File: config.mk
export PLATFORM = sky130hd
export DESIGN_NAME = reg_universal
export DESIGN_NICKNAME = d
export VERILOG_FILES = /design/src/rtl/reg_universal.sv
export SDC_FILE = /design/constraint.sdc
export NUM_CORES = 1
export LEC_CHECK = 0
export CAP_MARGIN = 20
export CORE_UTILIZATION = 46
export CTS_CLUSTER_DIAMETER = 50
export DETAILED_ROUTE_END_ITERATION = 8
export MAX_ROUTING_LAYER = met4
export PLACE_DENSITY = 0.84
export SYNTH_ARGS = -nofsm -noshare
export SYNTH_HDL_FRONTEND = slang
export SYNTH_SLANG_ARGS = --single-unit
File: constraint.sdc
create_clock -name clk -period 1.7 [get_ports clk]
set_clock_uncertainty 0.15 [all_clocks]
set_input_delay 0.51 -clock clk [delete_from_list [all_inputs] [get_ports clk]]
set_output_delay 0.51 -clock clk [all_outputs]
set_load 0.01 [all_outputs]
File: src/rtl/reg_universal.sv
// Universal register: load, shifts, rotates, increment and a multi-cycle shift-by-N.
// Optional synchronous preset (PR port) is built when REG_SYNC_PRESET_EN is defined.
module reg_universal #(
    parameter int WIDTH = 8,
    parameter int AMT_W = 3
) (
    input  logic             clk,
    input  logic             CLR,
    input  logic [2:0]       mode,
    input  logic             en,
    input  logic [WIDTH-1:0] D,
    input  logic             sin,
    input  logic [AMT_W-1:0] amt,
    input  logic             dir,
`ifdef REG_SYNC_PRESET_EN
    input  logic             PR,
`endif
    output logic [WIDTH-1:0] Q,
    output logic             cout,
    output logic             zero,
    output logic             busy,
    output logic             done
);

    localparam logic [0:0] IDLE  = 1'b0;
    localparam logic [0:0] SHIFT = 1'b1;

    localparam logic [2:0] MODE_HOLD = 3'd0;
    localparam logic [2:0] MODE_LOAD = 3'd1;
    localparam logic [2:0] MODE_SHL  = 3'd2;
    localparam logic [2:0] MODE_SHR  = 3'd3;
    localparam logic [2:0] MODE_ROL  = 3'd4;
    localparam logic [2:0] MODE_ROR  = 3'd5;
    localparam logic [2:0] MODE_INC  = 3'd6;
    localparam logic [2:0] MODE_SHN  = 3'd7;

    logic [0:0]       state, state_nxt;
    logic [AMT_W-1:0] cnt, cnt_nxt;
    logic             dir_q, dir_nxt;
    logic [WIDTH-1:0] q_nxt;
    logic             cout_nxt;
    logic             done_nxt;

    assign busy = (state == SHIFT);

    // NOTE: every comb output gets a default first so no path leaves it unassigned (no latch).
    always_comb begin
        q_nxt     = Q;
        cout_nxt  = cout;
        state_nxt = state;
        cnt_nxt   = cnt;
        dir_nxt   = dir_q;
        done_nxt  = 1'b0;
        if (state == SHIFT) begin
            if (dir_q) begin
                q_nxt    = {1'b0, Q[WIDTH-1:1]};
                cout_nxt = Q[0];
            end else begin
                q_nxt    = {Q[WIDTH-2:0], 1'b0};
                cout_nxt = Q[WIDTH-1];
            end
            cnt_nxt = cnt - 1'b1;
            if (cnt == AMT_W'(1)) begin
                state_nxt = IDLE;
                done_nxt  = 1'b1;
            end
        end else if (en) begin
            case (mode)
                MODE_HOLD: ;
                MODE_LOAD: begin
                    q_nxt    = D;
                    cout_nxt = 1'b0;
                end
                MODE_SHL: begin
                    q_nxt    = {Q[WIDTH-2:0], sin};
                    cout_nxt = Q[WIDTH-1];
                end
                MODE_SHR: begin
                    q_nxt    = {sin, Q[WIDTH-1:1]};
                    cout_nxt = Q[0];
                end
                MODE_ROL: begin
                    q_nxt    = {Q[WIDTH-2:0], Q[WIDTH-1]};
                    cout_nxt = Q[WIDTH-1];
                end
                MODE_ROR: begin
                    q_nxt    = {Q[0], Q[WIDTH-1:1]};
                    cout_nxt = Q[0];
                end
                MODE_INC: {cout_nxt, q_nxt} = {1'b0, Q} + (WIDTH+1)'(1);
                MODE_SHN: begin
                    dir_nxt = dir;
                    cnt_nxt = amt;
                    // A zero count completes on the sampling edge without entering SHIFT.
                    if (amt == '0) done_nxt  = 1'b1;
                    else           state_nxt = SHIFT;
                end
                default: ;
            endcase
        end
    end

    // NOTE: sequential state uses non-blocking assignments only; the register updates on the falling edge.
    always_ff @(negedge clk or negedge CLR) begin
        if (!CLR) begin
            Q     <= '0;
            cout  <= 1'b0;
            zero  <= 1'b1;
            done  <= 1'b0;
            state <= IDLE;
            cnt   <= '0;
            dir_q <= 1'b0;
`ifdef REG_SYNC_PRESET_EN
        end else if (PR) begin
            Q     <= '1;
            cout  <= 1'b0;
            zero  <= 1'b0;
            done  <= 1'b0;
            state <= IDLE;
            cnt   <= '0;
`endif
        end else begin
            Q     <= q_nxt;
            cout  <= cout_nxt;
            zero  <= (q_nxt == '0);
            done  <= done_nxt;
            state <= state_nxt;
            cnt   <= cnt_nxt;
            dir_q <= dir_nxt;
        end
    end

endmodule

==> flow_summary.json <==
{
  "outcome": "finished with violations",
  "violations": "design-rule violations, negative setup slack",
  "largest_stage_delay_on_the_critical_path_ns": 0.33,
  "cts_root_buffer": "clkbuf_4",
  "vdd_drop_max_uv": 1058,
  "num-nets-final": 266,
  "setup_repair_after_global_routing_missed_its_margin": "yes",
  "buffer_ports.inserted": 30,
  "cell_area_after_technology_mapping_um2": 1408,
  "fp.coreArea_um2": 2829,
  "grt.total_usage_pct": 36.62,
  "count_of_maximum_capacitance_violations": 0,
  "avgSynthCellArea_um2": 8.583,
  "slew_viol_final": 0,
  "dp_cells": 251,
  "clk_path_buf_depth": 2,
  "clock-sinks": 16,
  "hold_viol": 0,
  "synthDominantAreaCellType": "dfrtn_1",
  "async_flop_share_pct": 100.0,
  "critical_path_class": "in -> reg",
  "clk_pin_slew_worst_paths_ns": 0.06,
  "fp.dieH_um": 57.32,
  "edff_count_synth": 0,
  "post-synth-top-area-fraction_pct": 26.67,
  "instances_no_fill": 274,
  "powerDensity_nw_per_um2": 1480,
  "nFillCells": 135,
  "worstPathCellList": "buf_12, buf_6, xor2_4, a32oi_1, o211ai_1, a311oi_2, nand4bb_1, nor4_2",
  "timing.max_slew.rel_slack_pct": 64.05,
  "num_vias": 1819,
  "yosys_warnings": 0,
  "drt_wl_total_um": 6167,
  "cp.required_ns": 0.96,
  "drc": 3,
  "first_pass_grt_wire_length_um": 8638,
  "gp_routability_congestion": 0.9232,
  "type_of_origin_of_the_critical_path": "input pin",
  "antennaDiodeCount": 0,
  "fp-row-count": 19,
  "path_delay_family": "compound AO/OA/AOI/OAI gates",
  "layout-area-overhead-vs-synth_pct": 74.67,
  "cp-startpoint": "mode[2]",
  "detailedPlacementHpwl_um": 3322,
  "cts_inserted_buffers": 3,
  "synth-seq-cells": 16,
  "floorplan.die_area_um2": 3285,
  "cts_tree": "built",
  "stdcell_area_um2": 2459,
  "antenna_violations_before_repair": 0,
  "post_drt_wl_per_cell_um": 22.51,
  "netlist_instances": 164,
  "synth_fp_nets": 186,
  "width_of_the_die_um": 57.32,
  "detail_route.first_pass.iterations": 7,
  "total_area_of_multi_input_combinational_cells_um2": 1165,
  "grt_start_max_net_pins": 30,
  "post_route_cells_drive_above_1_share_pct": 51.85,
  "placement.cell_area_um2": 2041,
  "synth_ff_type": "dfrtn_1",
  "worst_path_max_delay_cell": "a311oi_2",
  "postLayoutSetupSlackWorst_ns": -1.070,
  "ctsHoldBuffers": 0,
  "endpoint_kind": "flop",
  "dr.first_iter.drc_count": 222,
  "skew_pair_late_insertion_delay_ns": 0.29,
  "hp-start": "cnt[0]",
  "grt_busiest_layer": "met2",
  "crit-reg2reg-launch": "Q[1]",
  "initial_utilization_pct": 49.76,
  "design.portCount": 31,
  "timing.critical_path.fanout_max": 4,
  "ys_seq_area_share_pct": 28.53,
  "setup_viol": 28,
  "hold_class": "reg -> reg",
  "tightestPinTransition_ns": 0.5336,
  "post_drt_via_cell_ratio": 6.639,
  "grt_util_met2_pct": 59.50,
  "yosys.cell_types.count": 53,
  "grt_overflow": 0,
  "netlist_top_cells_area": "dfrtn_1, mux2i_1, mux2_2",
  "holdWs_ns": 0.3259,
  "crit_buf_inv": 2,
  "cts_max_level": 1,
  "groute.layer.met3.usage_pct": 8.163,
  "grt_util_met1_pct": 41.26,
  "cellLeakagePower_nw": 1.077,
  "grt_pass1_vias": 1807,
  "sum_of_negative_setup_slack_ns": -21.33,
  "antenna_violating_nets_post_route": 0,
  "cp_data_arrival_time_ns": 2.03,
  "layout.area.seq_um2": 401.6
}
## placed cells by master, fill, tap and decap left out, drive strengths merged, types with 4 or more instances in the layout
cell type	synthesis	routed
buf	10	75
dfrtn	15	15
nand2	13	13
nor2	12	12
a21oi	11	11
o21ai	10	10
mux2i	9	9
nand3	9	9
clkdlybuf4s50	0	9
inv	7	7
mux2	7	7
o211ai	5	5
and3	4	4
o31ai	4	4
## report_power, final
part	internal [mW]	leakage (nW)	switching (mW)
clock network	0.0885	0.0207	0.125
registers	0.573	0.189	0.117
logic	1.28	0.868	1.46
total	1.94	1.08	1.70
## synth_stat cells (5+ instances only)
library cell,count
nand3_1,9
mux2i_1,9
mux2_2,7
inv_1,7
nor2_1,11
o211ai_1,5
a21oi_1,11
o21ai_0,10
nand2_1,13
dfrtn_1,15
buf_2,5
## layout make-up
type	instances	area share, %
multi-input combinational	128	47.38
timing repair buffer	88	32.57
sequential	16	16.34
tap	31	1.578
clock buffer	3	0.9160
inverter	6	0.9160
clock inverter	2	0.3053
## per-stage QoR
stage               worst slack (ns)  power (mW)  utilization, %
finish                        -1.070       3.638           86.91
global route                  -1.124       3.787           86.91
CTS                           -1.029       3.258           83.19
detailed placement            -1.896       2.887           72.14
global placement              -1.745       2.797           72.14
floorplan                     -1.181       1.926               -
## registers in the layout (all words and copies together), names as in the netlist
| name | cells |
|---|---|
| Q | 8 |
| cnt | 3 |
| busy | 1 |
| cout | 1 |
| dir_q | 1 |
| done | 1 |
| zero | 1 |
## worst paths after layout
| check | end | slack (ns) | cells past startpoint |
|---|---|---|---|
| setup / recovery | zero | -1.07 | 8 |
| hold / removal | cnt[0] | 0.33 | 1 |
| setup reg to reg | zero | -0.52 | 8 |
| hold reg to reg | cnt[0] | 0.33 | 1 |
| max in group asynchronous | cout | 0.02 | 2 |
| min in group asynchronous | Q[3] | 1.24 | 2 |
## cells by family after synthesis
logic type / share of synthesized area (%)
and+or+nand+nor: 21.60
AOI/OAI and AO/OA: 24.36
adders and majority gates: 2.667
buffers and inverters: 7.111
muxes: 12.00
DFF: 28.53
xor gates and xnor gates: 3.734
## per-layer routing
layer	part of all wire, %	vias up
met4	5.7	0
met5	0	-
met2	49	149
met1	36	858
li1	-	765
met3	8.6	47
## worst reg2reg max path, stage by stage, from the launching register on
cell and delay (ns):
dfrtn_1 0.44, buf_4 0.18, ha_1 0.28, nand3_1 0.16, or4_1 0.50, nand3_1 0.11
o21a_1 0.17, nand4bb_1 0.16, nor4_2 0.05
## timing repair
item,CTS,global route
setup buffers,13,8
hold endpoints to repair,0,0
pin swaps,28,14
gates resized for setup,140,17
endpoints found under the setup margin,28,28
No activity file was read; power rests on OpenSTA's default activity.
